`src/rtl/rv32im_prefetch_queue.sv`:
```
`default_nettype none
// ============================================================================
// Module   : rv32im_prefetch_queue
// Purpose  : Multi-entry instruction prefetch unit. Fetches sequential words
//            over the shared Wishbone-style bus into a DEPTH-entry FIFO and
//            presents the head entry (instruction, PC, error flag) to decode.
//            Supports redirect/flush and yields the bus on bus_hold_i.
// Ports    : clk_i, reset_i            - clock, synchronous active-high reset
//            redirect_i, redirect_pc_i - flush queue, restart fetch at new PC
//            pop_i, valid_o            - consumer handshake on head entry
//            instruction_o, pc_o,
//            fetch_err_o               - head entry fields
//            bus_hold_i                - block new bus issue
//            master_dat_i, ack_i, err_i- bus response
//            adr_o, sel_o, stb_o,
//            busy_o                    - bus request
// Options  : PREFETCH_BYPASS_EN - present the bus word combinationally in the
//            ack cycle when the queue is empty.
// Revision : 1.0 - initial release
// ============================================================================
module rv32im_prefetch_queue #(
  parameter int               XLEN     = 32,
  parameter int               DEPTH    = 4,
  parameter int               PTR_BITS = 2,
  parameter logic [XLEN-1:0]  RESET_PC = '0
) (
  input  logic              clk_i,
  input  logic              reset_i,
  input  logic              redirect_i,
  input  logic [XLEN-1:0]   redirect_pc_i,
  input  logic              pop_i,
  output logic              valid_o,
  output logic [XLEN-1:0]   instruction_o,
  output logic [XLEN-1:0]   pc_o,
  output logic              fetch_err_o,
  input  logic              bus_hold_i,
  input  logic [XLEN-1:0]   master_dat_i,
  input  logic              ack_i,
  input  logic              err_i,
  output logic [XLEN-3:0]   adr_o,
  output logic [3:0]        sel_o,
  output logic              stb_o,
  output logic              busy_o
);

  localparam logic [1:0]          c_IDLE    = 2'd0;
  localparam logic [1:0]          c_FETCH   = 2'd1;
  localparam logic [1:0]          c_DISCARD = 2'd2;
  localparam logic [1:0]          c_HALT    = 2'd3;
  localparam logic [PTR_BITS:0]   c_DEPTH   = (PTR_BITS+1)'(DEPTH);

  logic [1:0]          state_q, state_d;
  logic [XLEN-1:0]     fetch_pc_q, fetch_pc_d;
  logic [XLEN-3:0]     adr_q, adr_d;
  logic                stb_q, stb_d;
  logic [PTR_BITS:0]   count_q, count_d;
  logic [PTR_BITS-1:0] wr_ptr_q, rd_ptr_q;

  logic [XLEN-1:0]     instr_mem_q [DEPTH];
  logic [XLEN-1:0]     pc_mem_q    [DEPTH];
  logic                err_mem_q   [DEPTH];

  logic w_fetch_done;
  logic w_bypass;
  logic w_push;
  logic w_pop;
  logic w_issue;

  // A response ends the outstanding transaction only while we strobe.
  assign w_fetch_done = (state_q == c_FETCH) && stb_q && (ack_i || err_i);

`ifdef PREFETCH_BYPASS_EN
  assign w_bypass = (state_q == c_FETCH) && stb_q && ack_i && !err_i &&
                    !redirect_i && (count_q == '0);
`else
  assign w_bypass = 1'b0;
`endif

  // A bypassed word popped in its ack cycle never touches storage.
  assign w_push = w_fetch_done && !redirect_i && !(w_bypass && pop_i);
  assign w_pop  = pop_i && (count_q != '0) && !redirect_i;

  always_comb begin
    count_d = count_q + (PTR_BITS+1)'(w_push) - (PTR_BITS+1)'(w_pop);
    if (redirect_i) begin
      count_d = '0;
    end
  end

  // Issue only if a slot stays free after this cycle's push/pop; the
  // in-flight word then always has room, so a push never meets a full queue.
  assign w_issue = (count_d < c_DEPTH) && !bus_hold_i && !redirect_i;

  always_comb begin
    state_d    = state_q;
    fetch_pc_d = fetch_pc_q;
    adr_d      = adr_q;
    stb_d      = stb_q;
    if (redirect_i) begin
      fetch_pc_d = redirect_pc_i & ~XLEN'(3);
      if (stb_q && !(ack_i || err_i)) begin
        // Transaction still open: keep the strobe, drop its response later.
        state_d = c_DISCARD;
      end else begin
        state_d = c_IDLE;
        stb_d   = 1'b0;
      end
    end else begin
      case (state_q)
        c_IDLE: begin
          if (w_issue) begin
            state_d = c_FETCH;
            stb_d   = 1'b1;
            adr_d   = fetch_pc_q[XLEN-1:2];
          end
        end
        c_FETCH: begin
          if (err_i) begin
            state_d = c_HALT;
            stb_d   = 1'b0;
          end else if (ack_i) begin
            fetch_pc_d = fetch_pc_q + XLEN'(4);
            if (w_issue) begin
              adr_d = fetch_pc_d[XLEN-1:2];
            end else begin
              state_d = c_IDLE;
              stb_d   = 1'b0;
            end
          end
        end
        c_DISCARD: begin
          if (ack_i || err_i) begin
            state_d = c_IDLE;
            stb_d   = 1'b0;
          end
        end
        c_HALT: begin
          state_d = c_HALT;
        end
        default: begin
          state_d = c_IDLE;
          stb_d   = 1'b0;
        end
      endcase
    end
  end

  always_ff @(posedge clk_i) begin
    if (reset_i) begin
      state_q    <= c_IDLE;
      fetch_pc_q <= RESET_PC;
      adr_q      <= '0;
      stb_q      <= 1'b0;
      count_q    <= '0;
      wr_ptr_q   <= '0;
      rd_ptr_q   <= '0;
    end else begin
      state_q    <= state_d;
      fetch_pc_q <= fetch_pc_d;
      adr_q      <= adr_d;
      stb_q      <= stb_d;
      count_q    <= count_d;
      if (redirect_i) begin
        wr_ptr_q <= '0;
        rd_ptr_q <= '0;
      end else begin
        if (w_push) wr_ptr_q <= wr_ptr_q + PTR_BITS'(1);
        if (w_pop)  rd_ptr_q <= rd_ptr_q + PTR_BITS'(1);
      end
    end
  end

  // Entry storage needs no reset: valid_o gates every read.
  always_ff @(posedge clk_i) begin
    if (w_push) begin
      instr_mem_q[wr_ptr_q] <= err_i ? '0 : master_dat_i;
      pc_mem_q[wr_ptr_q]    <= fetch_pc_q;
      err_mem_q[wr_ptr_q]   <= err_i;
    end
  end

`ifdef PREFETCH_BYPASS_EN
  assign valid_o       = (count_q != '0) || w_bypass;
  assign instruction_o = w_bypass ? master_dat_i : instr_mem_q[rd_ptr_q];
  assign pc_o          = w_bypass ? fetch_pc_q   : pc_mem_q[rd_ptr_q];
`else
  assign valid_o       = (count_q != '0);
  assign instruction_o = instr_mem_q[rd_ptr_q];
  assign pc_o          = pc_mem_q[rd_ptr_q];
`endif
  assign fetch_err_o   = (count_q != '0) && err_mem_q[rd_ptr_q];

  assign adr_o  = adr_q;
  assign sel_o  = stb_q ? 4'b1111 : 4'b0000;
  assign stb_o  = stb_q;
  assign busy_o = stb_q;

endmodule
`default_nettype wire

```
`config.mk`:
```
export PLATFORM = sky130hd
export DESIGN_NAME = rv32im_prefetch_queue
export DESIGN_NICKNAME = d
export VERILOG_FILES = /design/src/rtl/rv32im_prefetch_queue.sv
export SDC_FILE = /design/constraint.sdc
export NUM_CORES = 1
export LEC_CHECK = 0
export CORE_ASPECT_RATIO = 0.5
export CORE_MARGIN = 2
export CORE_UTILIZATION = 45
export DETAILED_ROUTE_END_ITERATION = 8
export PLACE_DENSITY = 0.67
export SETUP_SLACK_MARGIN = 0.1
export SLEW_MARGIN = 15
export SYNTH_ARGS = -nofsm -noshare
export SYNTH_HDL_FRONTEND = slang
export SYNTH_SLANG_ARGS = --single-unit
```
`constraint.sdc`:
```
create_clock -name clk_i -period 8.7 [get_ports clk_i]
set_input_delay 1.305 -clock clk_i [delete_from_list [all_inputs] [get_ports clk_i]]
set_output_delay 1.305 -clock clk_i [all_outputs]
set_load 0.005 [all_outputs]
```
==> qor.log <==
INFO  run_status     status=complete, no violations
INFO  global_routing number_of_antenna_violations_at_the_first_check_in_global_routing=0
INFO  sta            layout_worst_path_cycle_share=59.3%
INFO  clock_tree     cts_setup_buffers=0
INFO  floorplan      fp.dieArea=0.0310sqmm
INFO  min_path       min-delay-path-class=register to register
INFO  run            max_cap_violation_count=0
INFO  floorplan      die_h=125um
INFO  sta            achievable-frequency=194MHz
INFO  detailed_routing dr.pass1.iters=5
INFO  sta            final_hold_viol_count=0
INFO  final_layout   area_growth_syn_to_layout=22.5%
INFO  clock_tree     cts_hold_buf=0
INFO  critical_path  crit_path_cell_trace=clkdlybuf4s50_1, nor3_1, inv_1, ha_1, inv_1, ha_1, fa_1, xor3_1, o221ai_1, o41ai_2, buf_4, mux2i_1, o22ai_1
INFO  detailed_routing wl_per_cell=20.8um
INFO  sta            max_slew.worst_pin.slew=0.923ns
INFO  synth          synth_seq_cells=324
INFO  detailed_routing routed_wirelength=29300um
INFO  critical_path  arrival=5.57ns
INFO  critical_path  crit_path_max_fanout=59
INFO  power          post_layout_power=0.00322W
INFO  sta            final.setup.tns=0ns
INFO  synth          synth.yosys.warnings=0
INFO  critical_path  timing.critical_path.slowest_cell_delay=0.89ns
INFO  synth          ys.flop_type=sky130_fd_sc_hd__edfxtp_1
INFO  detailed_routing initialDrtViolationCount=474
INFO  synth          postSynthCellCount=846
INFO  placed_design  hpwl=18000um
INFO  global_routing grt_first_pass_wirelength=45800um
INFO  floorplan      initial_utilization=45.8%
INFO  critical_path  cp_slowest_cell=sky130_fd_sc_hd__clkdlybuf4s50_1
INFO  clock_tree     clock_insertion_delay_worst_skew=0.57ns
INFO  critical_path  timing.critical_path.to_type=register
INFO  detailed_routing via_count=7685
INFO  power          leakage_dissipation=5.16nW
INFO  clock_tree     reg_clk_slew_reported_paths=0.07ns
INFO  clock_tree     cts_inserted_buffers=29
INFO  synth          synth_area_per_cell=15.7squm
INFO  sta            finalSetupViolCount=0
INFO  critical_path  critPathTopFamily=buffers and inverters
INFO  global_routing global_route.overflow_total=0
INFO  synth          synth-seq-area-share=67.8%
INFO  synth          synth_cell_type_count=52
INFO  clock_tree     cts_resized=0
INFO  detailed_routing route.antenna.remaining_nets=0
INFO  clock_tree     clock_path_buffers=3
INFO  placed_design  gp_congestion=0.795
INFO  final_layout   num_antenna_cells=0
INFO  detailed_routing routed_via_density=5.44
INFO  critical_path  cp_num_buf_inv=4
INFO  final_layout   drive_gt1_share=13.4%
INFO  global_routing grtUsageTotal=19.3%
INFO  synth          number_of_flops_mapped_to_enable_cells_by_yosys=252
INFO  power          power_density=198mW/mm^2
INFO  floorplan      die_w=247um
INFO  critical_path  worstSetupStartpointType=input pin
INFO  final_layout   layout.nets=1082
INFO  detailed_routing drc=0
INFO  sta            grt_setup_unrepaired=no
INFO  clock_tree     tritoncts_clock_tree=yes
INFO  final_layout   final_common_cell=sky130_fd_sc_hd__edfxtp_1
INFO  final_layout   layout.cells.most_common_list=sky130_fd_sc_hd__edfxtp_1 (252), sky130_fd_sc_hd__clkdlybuf4s50_1 (166), sky130_fd_sc_hd__nor2_1 (71), sky130_fd_sc_hd__dfxtp_1 (70), sky130_fd_sc_hd__mux4_2 (63)
INFO  critical_path  critical_path_required=9.11ns
INFO  clock_tree     cts_max_level=1
INFO  floorplan      rows=44
INFO  sta            skew=0.0185ns
INFO  clock_tree     clk_root_buffer_cell=sky130_fd_sc_hd__clkbuf_16
INFO  power          max-vdd-ir-drop=148uV
INFO  global_routing grt_start_max_net_pins=67
INFO  global_routing first_global_vias=7985
INFO  sta            max-slew-margin-rel=38.3%
INFO  sta            finalMaxSlewViolations=0
INFO  floorplan      design.core.area=0.0290sqmm
INFO  critical_path  criticalPathCategory=input pin to register
INFO  placed_design  buffer_ports.inserted=168
INFO  synth          synth.cell_area=0.0133sqmm
INFO  sta            period_needed=5.16ns
INFO  final_layout   fill_cells=2327
INFO  floorplan      ios=173
INFO  clock_tree     cts.sinks=324
INFO  synth          postSynth.asyncResetShare=0%
-- worst register-to-register path, stage by stage (launching register included) --
cell and delay (ns):
sky130_fd_sc_hd__dfxtp_1 0.36, sky130_fd_sc_hd__inv_1 0.14, sky130_fd_sc_hd__ha_1 0.56, sky130_fd_sc_hd__nand2_1 0.11, sky130_fd_sc_hd__nor3_1 0.66, sky130_fd_sc_hd__inv_1 0.10, sky130_fd_sc_hd__ha_1 0.31, sky130_fd_sc_hd__inv_1 0.04
sky130_fd_sc_hd__ha_1 0.18, sky130_fd_sc_hd__fa_1 0.41, sky130_fd_sc_hd__xor3_1 0.26, sky130_fd_sc_hd__o221ai_1 0.17, sky130_fd_sc_hd__o41ai_2 0.11, sky130_fd_sc_hd__buf_4 0.55, sky130_fd_sc_hd__mux2i_1 0.27, sky130_fd_sc_hd__o22ai_1 0.09
-- layout make-up --
cell class / instances / area (sq um) / area share [%]
clock buffer: 39 / 803 / 4.93
timing repair buffer: 179 / 1750 / 10.8
sequential: 324 / 9010 / 55.4
inverter: 16 / 60.1 / 0.369
multi-input combinational: 448 / 3970 / 24.4
tap: 391 / 489 / 3.00
clock inverter: 15 / 186 / 1.15
-- routing by layer --
layer  global-route usage [%]  vias to the layer above  wire [um]
met3                     2.71                       48       1180
met5                        0                        -          0
li1                         -                     3540          -
met2                     32.7                      170      14600
met4                     5.07                        0        739
met1                     26.2                     3927      12800
-- flip-flops by register name (all words and copies together), names as in the netlist, named ones only --
| name | cells |
|---|---|
| wr_ptr_q | 2 |
| instr_mem_q | 128 |
| busy_o | 1 |
| state_q | 2 |
| adr_o | 30 |
| fetch_pc_q | 30 |
| pc_mem_q | 120 |
| rd_ptr_q | 2 |
| err_mem_q | 4 |
| count_q | 3 |
-- cells by family after synthesis --
kind of cell	after synthesis	synth area share [%]
AND/OR/NAND/NOR	230	9.09
multiplexers	70	11.2
AO/OA/AOI/OAI	75	4.11
flip-flops	324	67.8
XOR/XNOR	58	4.04
adder cells (fa/ha/maj)	13	1.28
buffers and inverters	75	2.44
other	1	0.0282
-- worst paths after layout --
kind	start	to	slack, ns	cells after the start
setup / recovery	redirect_i	adr_o[29]	3.54	13
hold / removal	adr_o[17]	adr_o[17]	0.50	2
setup reg to reg	state_q[1]	adr_o[29]	4.25	15
hold reg to reg	adr_o[17]	adr_o[17]	0.50	2
-- Yosys cell counts, drive strengths merged, types with 2 or more instances --
master | instances | area share (%)
a211oi | 46 | 2.6
or4 | 3 | 0.17
nand4 | 15 | 0.93
buf | 24 | 1.0
ha | 12 | 1.1
edfxtp | 252 | 57
nor2b | 35 | 1.6
a311oi | 3 | 0.20
nor3 | 20 | 0.75
o311ai | 2 | 0.19
and2 | 8 | 0.38
nand2 | 32 | 0.90
nand3 | 14 | 0.53
mux4 | 63 | 11
inv | 16 | 0.45
nor2 | 71 | 2.0
and3 | 6 | 0.28
nor4 | 10 | 0.58
and4 | 3 | 0.22
xor2 | 18 | 1.2
a21oi | 10 | 0.38
o21ai | 6 | 0.23
or3 | 6 | 0.29
nand3b | 2 | 0.11
mux2i | 7 | 0.53
dfxtp | 72 | 11
clkbuf | 35 | 0.99
xnor2 | 38 | 2.5
-- power by group --
part | switching, W | internal [W] | total, W
combinational | 0.0000750 | 0.0000890 | 0.000164
sequential | 0.0000360 | 0.00169 | 0.00173
clock | 0.000566 | 0.000767 | 0.00133
-- metrics by stage --
stage	instance area, sq um	worst slack, ns	hold WS (ns)	utilization, %	std cells
after CTS	16300	3.61	0.503	56.1	1412
after detailed placement	15300	3.03	0.494	52.7	1358
after global routing	16300	3.26	0.521	56.1	1412
after global placement	15300	3.15	0.490	52.7	1358
after floorplan	13300	4.29	0.455	-	847
final	16300	3.54	0.501	56.1	1412
No activity file was read; power rests on OpenSTA's default activity.
